<file path="src/rtl/ex_divider_pkg.sv">
// Shared encodings for the EX-stage divider: FSM states and ready levels.
package ex_divider_pkg;

  typedef enum logic [1:0] {
    DivFree   = 2'b00,
    DivByZero = 2'b01,
    DivOn     = 2'b10,
    DivEnd    = 2'b11
  } div_state_e;

  localparam logic DivResultReady    = 1'b1;
  localparam logic DivResultNotReady = 1'b0;

endpackage

</file>
<file path="src/rtl/ex_divider.sv">
// Radix-2 restoring divider for the EX stage; holds the pipeline via stallreq_for_ex
// until {remainder, quotient} is ready.
module ex_divider
  import ex_divider_pkg::*;
#(
  parameter int DATA_W = 32
) (
  input  logic                  clk,
  input  logic                  rst,
  input  logic                  div_start,
  input  logic                  signed_div,
  input  logic [DATA_W-1:0]     opdata1,
  input  logic [DATA_W-1:0]     opdata2,
  input  logic                  annul,
  output logic [2*DATA_W-1:0]   result,
  output logic                  ready,
  output logic                  stallreq_for_ex
);

  localparam int CNT_W = $clog2(DATA_W + 1);
  localparam logic [CNT_W-1:0] LAST_STEP = CNT_W'(DATA_W - 1);

  div_state_e            state_q, state_d;
  logic [CNT_W-1:0]      count_q, count_d;
  logic [2*DATA_W:0]     pr_q, pr_d;
  logic [DATA_W-1:0]     divisor_q, divisor_d;
  logic                  quot_neg_q, quot_neg_d;
  logic                  rem_neg_q, rem_neg_d;
  logic [2*DATA_W-1:0]   result_q, result_d;
  logic                  ready_q, ready_d;

  logic [DATA_W-1:0]     a_mag, b_mag;
  logic [DATA_W:0]       diff;
  logic [2*DATA_W:0]     pr_step;
  logic [DATA_W-1:0]     quot_raw, rem_raw;

  // Magnitudes in two's complement; the most negative value maps onto itself,
  // which is the correct unsigned magnitude.
  assign a_mag = (signed_div && opdata1[DATA_W-1]) ? -opdata1 : opdata1;
  assign b_mag = (signed_div && opdata2[DATA_W-1]) ? -opdata2 : opdata2;

  // pr holds {remainder, dividend/quotient, guard}; bit 0 receives each quotient bit.
  assign diff    = {1'b0, pr_q[2*DATA_W-1:DATA_W]} - {1'b0, divisor_q};
  assign pr_step = diff[DATA_W] ? {pr_q[2*DATA_W-1:0], 1'b0}
                                : {diff[DATA_W-1:0], pr_q[DATA_W-1:0], 1'b1};
  assign quot_raw = pr_step[DATA_W-1:0];
  assign rem_raw  = pr_step[2*DATA_W:DATA_W+1];

  always_comb begin
    state_d    = state_q;
    count_d    = count_q;
    pr_d       = pr_q;
    divisor_d  = divisor_q;
    quot_neg_d = quot_neg_q;
    rem_neg_d  = rem_neg_q;
    result_d   = result_q;
    ready_d    = DivResultNotReady;

    case (state_q)
      DivFree: begin
        if (div_start && !annul) begin
          divisor_d  = b_mag;
          pr_d       = {{DATA_W{1'b0}}, a_mag, 1'b0};
          quot_neg_d = signed_div && (opdata1[DATA_W-1] ^ opdata2[DATA_W-1]);
          rem_neg_d  = signed_div && opdata1[DATA_W-1];
          count_d    = '0;
          state_d    = (opdata2 == '0) ? DivByZero : DivOn;
        end
      end
      DivByZero: begin
        result_d = '0;
        ready_d  = DivResultReady;
        state_d  = DivEnd;
      end
      DivOn: begin
        pr_d    = pr_step;
        count_d = count_q + 1'b1;
        if (count_q == LAST_STEP) begin
          result_d = {rem_neg_q ? -rem_raw : rem_raw,
                      quot_neg_q ? -quot_raw : quot_raw};
          ready_d  = DivResultReady;
          count_d  = '0;
          state_d  = DivEnd;
        end
      end
      DivEnd: begin
        state_d = DivFree;
      end
      default: state_d = DivFree;
    endcase

    // A flush wins over everything: no ready pulse, result untouched.
    if (annul) begin
      state_d  = DivFree;
      count_d  = '0;
      result_d = result_q;
      ready_d  = DivResultNotReady;
    end
  end

  always_ff @(posedge clk or posedge rst) begin
    if (rst) begin
      state_q    <= DivFree;
      count_q    <= '0;
      pr_q       <= '0;
      divisor_q  <= '0;
      quot_neg_q <= 1'b0;
      rem_neg_q  <= 1'b0;
      result_q   <= '0;
      ready_q    <= DivResultNotReady;
    end else begin
      state_q    <= state_d;
      count_q    <= count_d;
      pr_q       <= pr_d;
      divisor_q  <= divisor_d;
      quot_neg_q <= quot_neg_d;
      rem_neg_q  <= rem_neg_d;
      result_q   <= result_d;
      ready_q    <= ready_d;
    end
  end

  assign result          = result_q;
  assign ready           = ready_q;
  assign stallreq_for_ex = div_start && !annul && (state_q != DivEnd);

endmodule

</file>
<file path="config.mk">
export PLATFORM = sky130hd
export DESIGN_NAME = ex_divider
export DESIGN_NICKNAME = d
export VERILOG_FILES = /design/src/rtl/ex_divider_pkg.sv /design/src/rtl/ex_divider.sv
export SDC_FILE = /design/constraint.sdc
export NUM_CORES = 1
export LEC_CHECK = 0
export BUFFER_PORTS_ARGS = -buffer_cell sky130_fd_sc_hd__buf_2
export CAP_MARGIN = 20
export CORE_MARGIN = 2
export CORE_UTILIZATION = 35
export CTS_BUF_LIST = sky130_fd_sc_hd__clkbuf_2 sky130_fd_sc_hd__clkbuf_4 sky130_fd_sc_hd__clkbuf_8
export DETAILED_ROUTE_END_ITERATION = 16
export GPL_TIMING_DRIVEN = 1
export PLACE_DENSITY = 0.52
export SKIP_LAST_GASP = 1
export SLEW_MARGIN = 20
export SYNTH_ARGS = -nofsm -noshare
export SYNTH_HDL_FRONTEND = slang
export SYNTH_SLANG_ARGS = --single-unit
</file>
<file path="constraint.sdc">
create_clock -name clk -period 7.1 [get_ports clk]
set_clock_uncertainty 0.2 [all_clocks]
set_input_delay 1.42 -clock clk [delete_from_list [all_inputs] [get_ports clk]]
set_output_delay 1.42 -clock clk [all_outputs]
set_load 0.01 [all_outputs]
</file>
==> summary.md, run 1 <==
| Metric | Value |
|---|---|
| Routed wire length | 37710 um |
| Largest net degree at the start of global routing | 69 |
| Data arrival, critical path | 6.33 ns |
| DRT Pass-1 Iters | 5 |
| Crit. End Element | register |
| DP HPWL | 28340 um |
| DRC violations left | 0 |
| TritonCTS clock tree | built |
| Worst Path Required | 7.28 ns |
| Final-report setup violation count | 0 |
| IO Count | 135 |
| Max FO, Critical Path | 20 |
| Asr flop ratio synth | 100.0% |
| Slowest Stage Delay on Critical Path | 0.60 ns |
| Critical Path Slowest Stage Cell | a222oi_1 |
| Number of global-route vias before repair | 10896 |
| Average size of a mapped cell | 7.925 um2 |
| GRT overflow | 0 |
| Core Area | 0.03446 mm2 |
| # diodes | 0 |
| Buf/Inv on CP | 1 |
| Critical Path Source Type | register |
| Syn nets | 1654 |
| Root Driver | clkbuf_8 |
| Clock network fraction of total power | 12.4% |
| Most common cell after layout, fill and taps aside | nand2_1 |
| Initial Util | 35.49% |
| Max H-tree Level | 4 |
| DR vias | 11349 |
| TritonCTS buffer count | 17 |
| Hold Path Class | reg2reg |
| Most frequent cells in the layout | 259 x nand2_1, 215 x o21ai_0, 171 x dfrtp_1 |
| Clock Latency Late Sink | 0.50 ns |
| Sw Ratio | 51.49% |
| Fmax | 162.6 MHz |
| Final WS setup | 0.9500 ns |
| Post-Syn Instances | 1543 |
| Peak supply drop | 0.0001818 V |
| Yosys warns | 0 |
| Sequential share of power | 24.2% |
| Clock slew at reported path FFs | 0.10 ns |
| Post-layout util | 39.63% |
| Clock Sinks | 171 |
| Wire per inst | 17.99 um |
| Post CTS Setup Buffer Count | 0 |
| Place WS | 0.9965 ns |
| Outcome | completed |
| Synth Register Bits | 171 |
| Tot GR Track Use | 21.25% |
| Initial antenna violation count | 0 |
| FP Rows | 68 |
| Number of nets in the layout | 1740 |
| Ys flop type | dfrtp_1 |
| Relative slew slack | 23.04% |
| Int Power | 2846 uW |
| Global-route wire length before repair | 60880 um |
| P_sw | 3021 uW |
| Tcrit/Tclk final | 86.62% |
| Netlist cell types | 86 |
| DRT iter0 DRCs | 719 |
| Max_cap viols | 0 |
| Cts repair resizes | 0 |
| RSZ-0062 raised after global routing | false |
| Count of flip-flops with a built-in enable after synthesis | 0 |
| Hold_buf cts | 0 |
| Crit path cell chain | inv_1 -> ha_1 -> fa_1 -> nand2b_1 -> a211oi_2 -> o211a_4 -> nor3_4 -> a21o_1 -> nand2_4 -> nand2_1 -> o21ai_0 -> ha_1 -> nand4bb_1 -> or3_1 -> or4_1 -> a222oi_1 -> nand4b_1 -> nor4b_2 -> mux2i_1 -> nand2_1 |
| Critical Setup Path Class | reg2reg |
| Die X | 190.9 um |
| Pwr Density | 429.6 mW/mm2 |
| Antenna Violating Nets Remaining | 0 |
| Minimum clock period | 6.150 ns |
| Sequential fraction of the synthesis area | 34.99% |
| Comb power frac | 63.4% |
| Cell Area, Synth | 0.01223 mm2 |
| Die Y | 190.9 um |
| Crit path max-delay family | simple AND/OR/NAND/NOR gates |
| Area Overhead vs Synth | 11.68% |
| Clock buffer depth | 2 |
| Final GP Congestion | 0.9375 |
| Routed vias/inst | 5.415 |
| Final count of hold timing violations | 0 |
| Die area | 0.03645 mm2 |
| Slew @ Worst Pin | 1.154 ns |
| I/O Buffers | 134 |
| Leakage | 0.006103 uW |
| Layout cells sized above 1 | 12.49% |
| Slew Viols, Final | 0 |
| Reg2Reg Setup Slack | 0.95 ns |
| Setup TNS | 0 ns |
==> cells by family after synthesis <==
family,after synthesis,synth area share (%)
simple gates,558,21.33
buf+inv,133,4.318
xor+xnor,137,9.813
flops,171,34.99
mux,23,1.903
fa+ha+maj,42,4.359
compound gates,479,23.28
==> metal layers <==
metal	up-vias	share of wire [%]	GRT usage, %
met4	0	1.2	4.830
met5	-	0	0
li1	5610	-	-
met2	248	44	32.11
met1	5463	51	32.11
met3	28	4.2	2.607
==> path summary, 6_finish.rpt <==
kind / start / endpoint / cells past startpoint
max reg2reg: pr_q[32] / result[62] / 20
max in group asynchronous: rst / divisor_q[11] / 3
max: pr_q[32] / result[62] / 20
min in group asynchronous: rst / result[14] / 2
min reg2reg: result[50] / result[50] / 2
min: result[50] / result[50] / 2
==> registers in the layout (all words and copies together) (netlist names) <==
| name | flops |
|---|---|
| state_q | 2 |
| divisor_q | 32 |
| quot_neg_q | 1 |
| result | 64 |
| rem_neg_q | 1 |
| count_q | 6 |
| ready | 1 |
| pr_q | 64 |
==> power by group through the flow <==
| stage | combinational (uW) | sequential [uW] | clock (uW) |
|---|---|---|---|
| 6_report | 3720 | 1420 | 729 |
| 5_1_grt | 4140 | 1460 | 793 |
| 4_1_cts | 3710 | 1420 | 757 |
| 3_5_place_dp | 3700 | 1440 | 0 |
| 3_3_place_gp | 3690 | 1420 | 0 |
| 2_1_floorplan | 2770 | 1370 | 0 |
==> synth_stat cells (3+ instances only) <==
library cell  instances  area [um2]
a211o_1               5       43.79
a211oi_1              9       67.56
a21o_1               14       105.1
a21oi_1             115       575.6
a311oi_1              3       26.28
a31oi_1               3       18.77
and2_1               11       68.82
and3_1                8       50.05
and4_1                7       61.31
buf_1                 5       18.77
buf_2                 5       25.02
clkbuf_1             65       244.0
dfrtp_1             171        4279
ha_1                 41       513.0
inv_1                52       195.2
mux2i_1              21       210.2
nand2_1             260       975.9
nand2b_1             19       118.9
nand3_1              25       125.1
nand3b_1              6       45.04
nand4_1              12       75.07
nand4b_1              3       26.28
nor2_1              106       397.9
nor2b_1              10       62.56
nor3_1               23       115.1
nor3b_1               5       37.54
nor4_1               15       93.84
o211ai_1              5       37.54
o21a_1               11       82.58
o21ai_0             215        1076
o21ai_1              19       95.09
o21bai_1              4       30.03
o221ai_1              4       35.03
o22ai_1               4       25.02
o31ai_1              19       142.6
o41ai_1              12       105.1
or2_2                 3       18.77
or3_1                20       125.1
or4_1                13       97.59
xnor2_1              66       578.1
xor2_1               71       621.9
==> tightest hold or removal path, cell delays in order (launching register included) <==
cell and delay (ns):
dfrtp_1 0.35, nand2_1 0.04, o21ai_0 0.06
==> stage by stage <==
stage | total power [uW] | cell area [um2] | hold WS (ns) | std cells
floorplan | 4137 | 12230 | 0.2461 | 1543
global placement | 5107 | 13260 | 0.2556 | 2065
detailed placement | 5136 | 13260 | 0.2646 | 2065
CTS | 5887 | 13660 | 0.2874 | 2096
global route | 6387 | 13660 | 0.3097 | 2096
finish | 5867 | 13660 | 0.2773 | 2096
==> cell type report <==
| type | count | area, um2 |
|---|---|---|
| Clock inverter | 11 | 140.1 |
| Fill cell | 3624 | 20800 |
| Multi-Input combinational cell | 1239 | 7443 |
| Clock buffer | 20 | 256.5 |
| Tap cell | 455 | 569.3 |
| Timing Repair Buffer | 146 | 760.7 |
| Sequential cell | 171 | 4279 |
| Inverter | 54 | 207.7 |
Power figures use the tool's default switching activity.
==> run 2: changes to the inputs <==
==> constraint.sdc (replaced) <==
create_clock -name clk -period 7.1 [get_ports clk]
set_clock_uncertainty 0.2 [all_clocks]
set_input_delay 1.065 -clock clk [delete_from_list [all_inputs] [get_ports clk]]
set_output_delay 1.065 -clock clk [all_outputs]
set_load 0.01 [all_outputs]
==> run 2 against run 1 <==
- total power down 0.57%
- sequential power about the same
- critical path depth unchanged
- via count down 0.45%
- highest routed layer unchanged
- combinational power about the same
==> summary.md, run 2 (synthesized netlist as in run 1, its figures left out) <==
| Metric | Value |
|---|---|
| Final count of hold timing violations | 0 (unchanged) |
| TritonCTS clock tree | built (unchanged) |
| Initial Util | 35.49% (unchanged) |
| Peak supply drop | 0.0001644 V (was 0.0001818 V) |
| Max H-tree Level | 4 (unchanged) |
| Post-layout util | 39.57% (was 39.63%) |
| Number of nets in the layout | 1740 (unchanged) |
| Fmax | 163.2 MHz (was 162.6 MHz) |
| FP Rows | 68 (unchanged) |
| DRC violations left | 0 (unchanged) |
| Slew Viols, Final | 0 (unchanged) |
| M1 WL | 18880 um (was 19140 um) |
| Area Overhead vs Synth | 11.51% (was 11.68%) |
| Die area | 0.03645 mm2 (unchanged) |
| Cts repair resizes | 0 (unchanged) |
| Setup TNS | 0 ns (unchanged) |
| DP HPWL | 28250 um (was 28340 um) |
| WHS Path Cells | 2 (unchanged) |
| Critical Path Source Type | register (unchanged) |
| Routed wire length | 37470 um (was 37710 um) |
| Pwr Density | 427.8 mW/mm2 (was 429.6 mW/mm2) |
| Final-report setup violation count | 0 (unchanged) |
| Max FO, Critical Path | 20 (unchanged) |
| IO Count | 135 (unchanged) |
| Initial antenna violation count | 0 (unchanged) |
| Clock Sinks | 171 (unchanged) |
| Minimum clock period | 6.129 ns (was 6.150 ns) |
| Met2 Routed Length | 16460 um (was 16520 um) |
| Highest routed layer | met4 (unchanged) |
| Most frequent cells in the layout | 259 x nand2_1, 215 x o21ai_0, 171 x dfrtp_1 (unchanged) |
| R2r worst-path depth | 20 (unchanged) |
| Tot GR Track Use | 20.94% (was 21.25%) |
| Antenna Violating Nets Remaining | 0 (unchanged) |
| Largest net degree at the start of global routing | 69 (unchanged) |
| Overall power | 5834 uW (was 5867 uW) |
| DR vias | 11298 (was 11349) |
| RSZ-0062 raised after global routing | false (unchanged) |
| Post CTS Setup Buffer Count | 0 (unchanged) |
| Worst Path Required | 7.29 ns (was 7.28 ns) |
| Wire per inst | 17.87 um (was 17.99 um) |
| Relative slew slack | 25.12% (was 23.04%) |
| Clock buffer depth | 2 (unchanged) |
| Max_cap viols | 0 (unchanged) |
| Critical Setup Path Class | reg2reg (unchanged) |
| Data arrival, critical path | 6.32 ns (was 6.33 ns) |
| DRT Pass-1 Iters | 5 (unchanged) |
| Final GP Congestion | 0.9356 (was 0.9375) |
| Die Y | 190.9 um (unchanged) |
| DRT iter0 DRCs | 832 (was 719) |
| Worst-case hold slack | 0.2815 ns (was 0.2773 ns) |
| Met3 wire length | 1716 um (was 1578 um) |
| Root Driver | clkbuf_8 (unchanged) |
| Die X | 190.9 um (unchanged) |
| Most common cell after layout, fill and taps aside | nand2_1 (unchanged) |
| Hold_buf cts | 0 (unchanged) |
| Tcrit/Tclk final | 86.32% (was 86.62%) |
| Layout cells sized above 1 | 12.55% (was 12.49%) |
| Number of global-route vias before repair | 10746 (was 10896) |
| Clock Latency Late Sink | 0.49 ns (was 0.50 ns) |
| Clock slew at reported path FFs | 0.11 ns (was 0.10 ns) |
| Hold Path Class | reg2reg (unchanged) |
| Slew @ Worst Pin | 1.123 ns (was 1.154 ns) |
| Global-route wire length before repair | 60170 um (was 60880 um) |
| Core Area | 0.03446 mm2 (unchanged) |
| GRT overflow | 0 (unchanged) |
| Routed vias/inst | 5.388 (was 5.415) |
| I/O Buffers | 134 (unchanged) |
| # diodes | 0 (unchanged) |
| TritonCTS buffer count | 17 (unchanged) |
| Outcome | completed (unchanged) |
| Leakage | 0.006096 uW (was 0.006103 uW) |
| Crit. End Element | register (unchanged) |
[run 2: critical path: stages, from the launching register on]
cell       delay (ns)
dfrtp_1          0.37
inv_1            0.07
ha_1             0.23
fa_1             0.40
nand2b_1         0.23
a211oi_2         0.44
o211a_4          0.26
nor3_4           0.05
a21o_1           0.37
nand2_4          0.32
nand2_1          0.09
o21ai_0          0.15
ha_1             0.30
nand4bb_1        0.14
or3_1            0.39
or4_1            0.51
a222oi_1         0.58
nand4b_1         0.29
nor4b_2          0.34
mux2i_1          0.21
nand2_1          0.06
[run 2: path summary, 6_finish.rpt]
path | from | end | slack (ns)
max in group asynchronous | rst | pr_q[20] | 5.05
min | result[36] | result[36] | 0.28
max reg2reg | pr_q[32] | result[62] | 0.97
min reg2reg | result[36] | result[36] | 0.28
max | pr_q[32] | result[62] | 0.97
min in group asynchronous | rst | result[10] | 0.44
[run 2: per-stage QoR]
stage,instance area [um2],setup slack (ns),cells
detailed placement,13260,1.054,2065
global route,13640,0.7206,2097
floorplan,12230,1.203,1543
global placement,13260,1.153,2065
CTS,13640,1.030,2097
finish,13640,0.9713,2097
[run 2: power breakdown]
group	total [uW]	switching [uW]	internal (uW)	leakage [uW]
sequential	1410	223	1190	0.00229
clock	688	424	264	0.000187
combinational	3730	2410	1330	0.00362
total	5830	3050	2780	0.00610
[run 2: cell type report]
cell class	instances	area (um2)
fillers	3654	20820
clock inverters	14	127.6
inverters	54	207.7
repair buffers	146	760.7
flip-flops and latches	171	4279
well taps	455	569.3
multi-input cells	1239	7443
clock buffers	18	247.7
[run 2: per-layer routing]
layer | vias up | track usage, %
met5 | - | 0
met4 | 0 | 4.353
li1 | 5615 | -
met2 | 286 | 31.90
met1 | 5371 | 31.53
met3 | 26 | 2.644
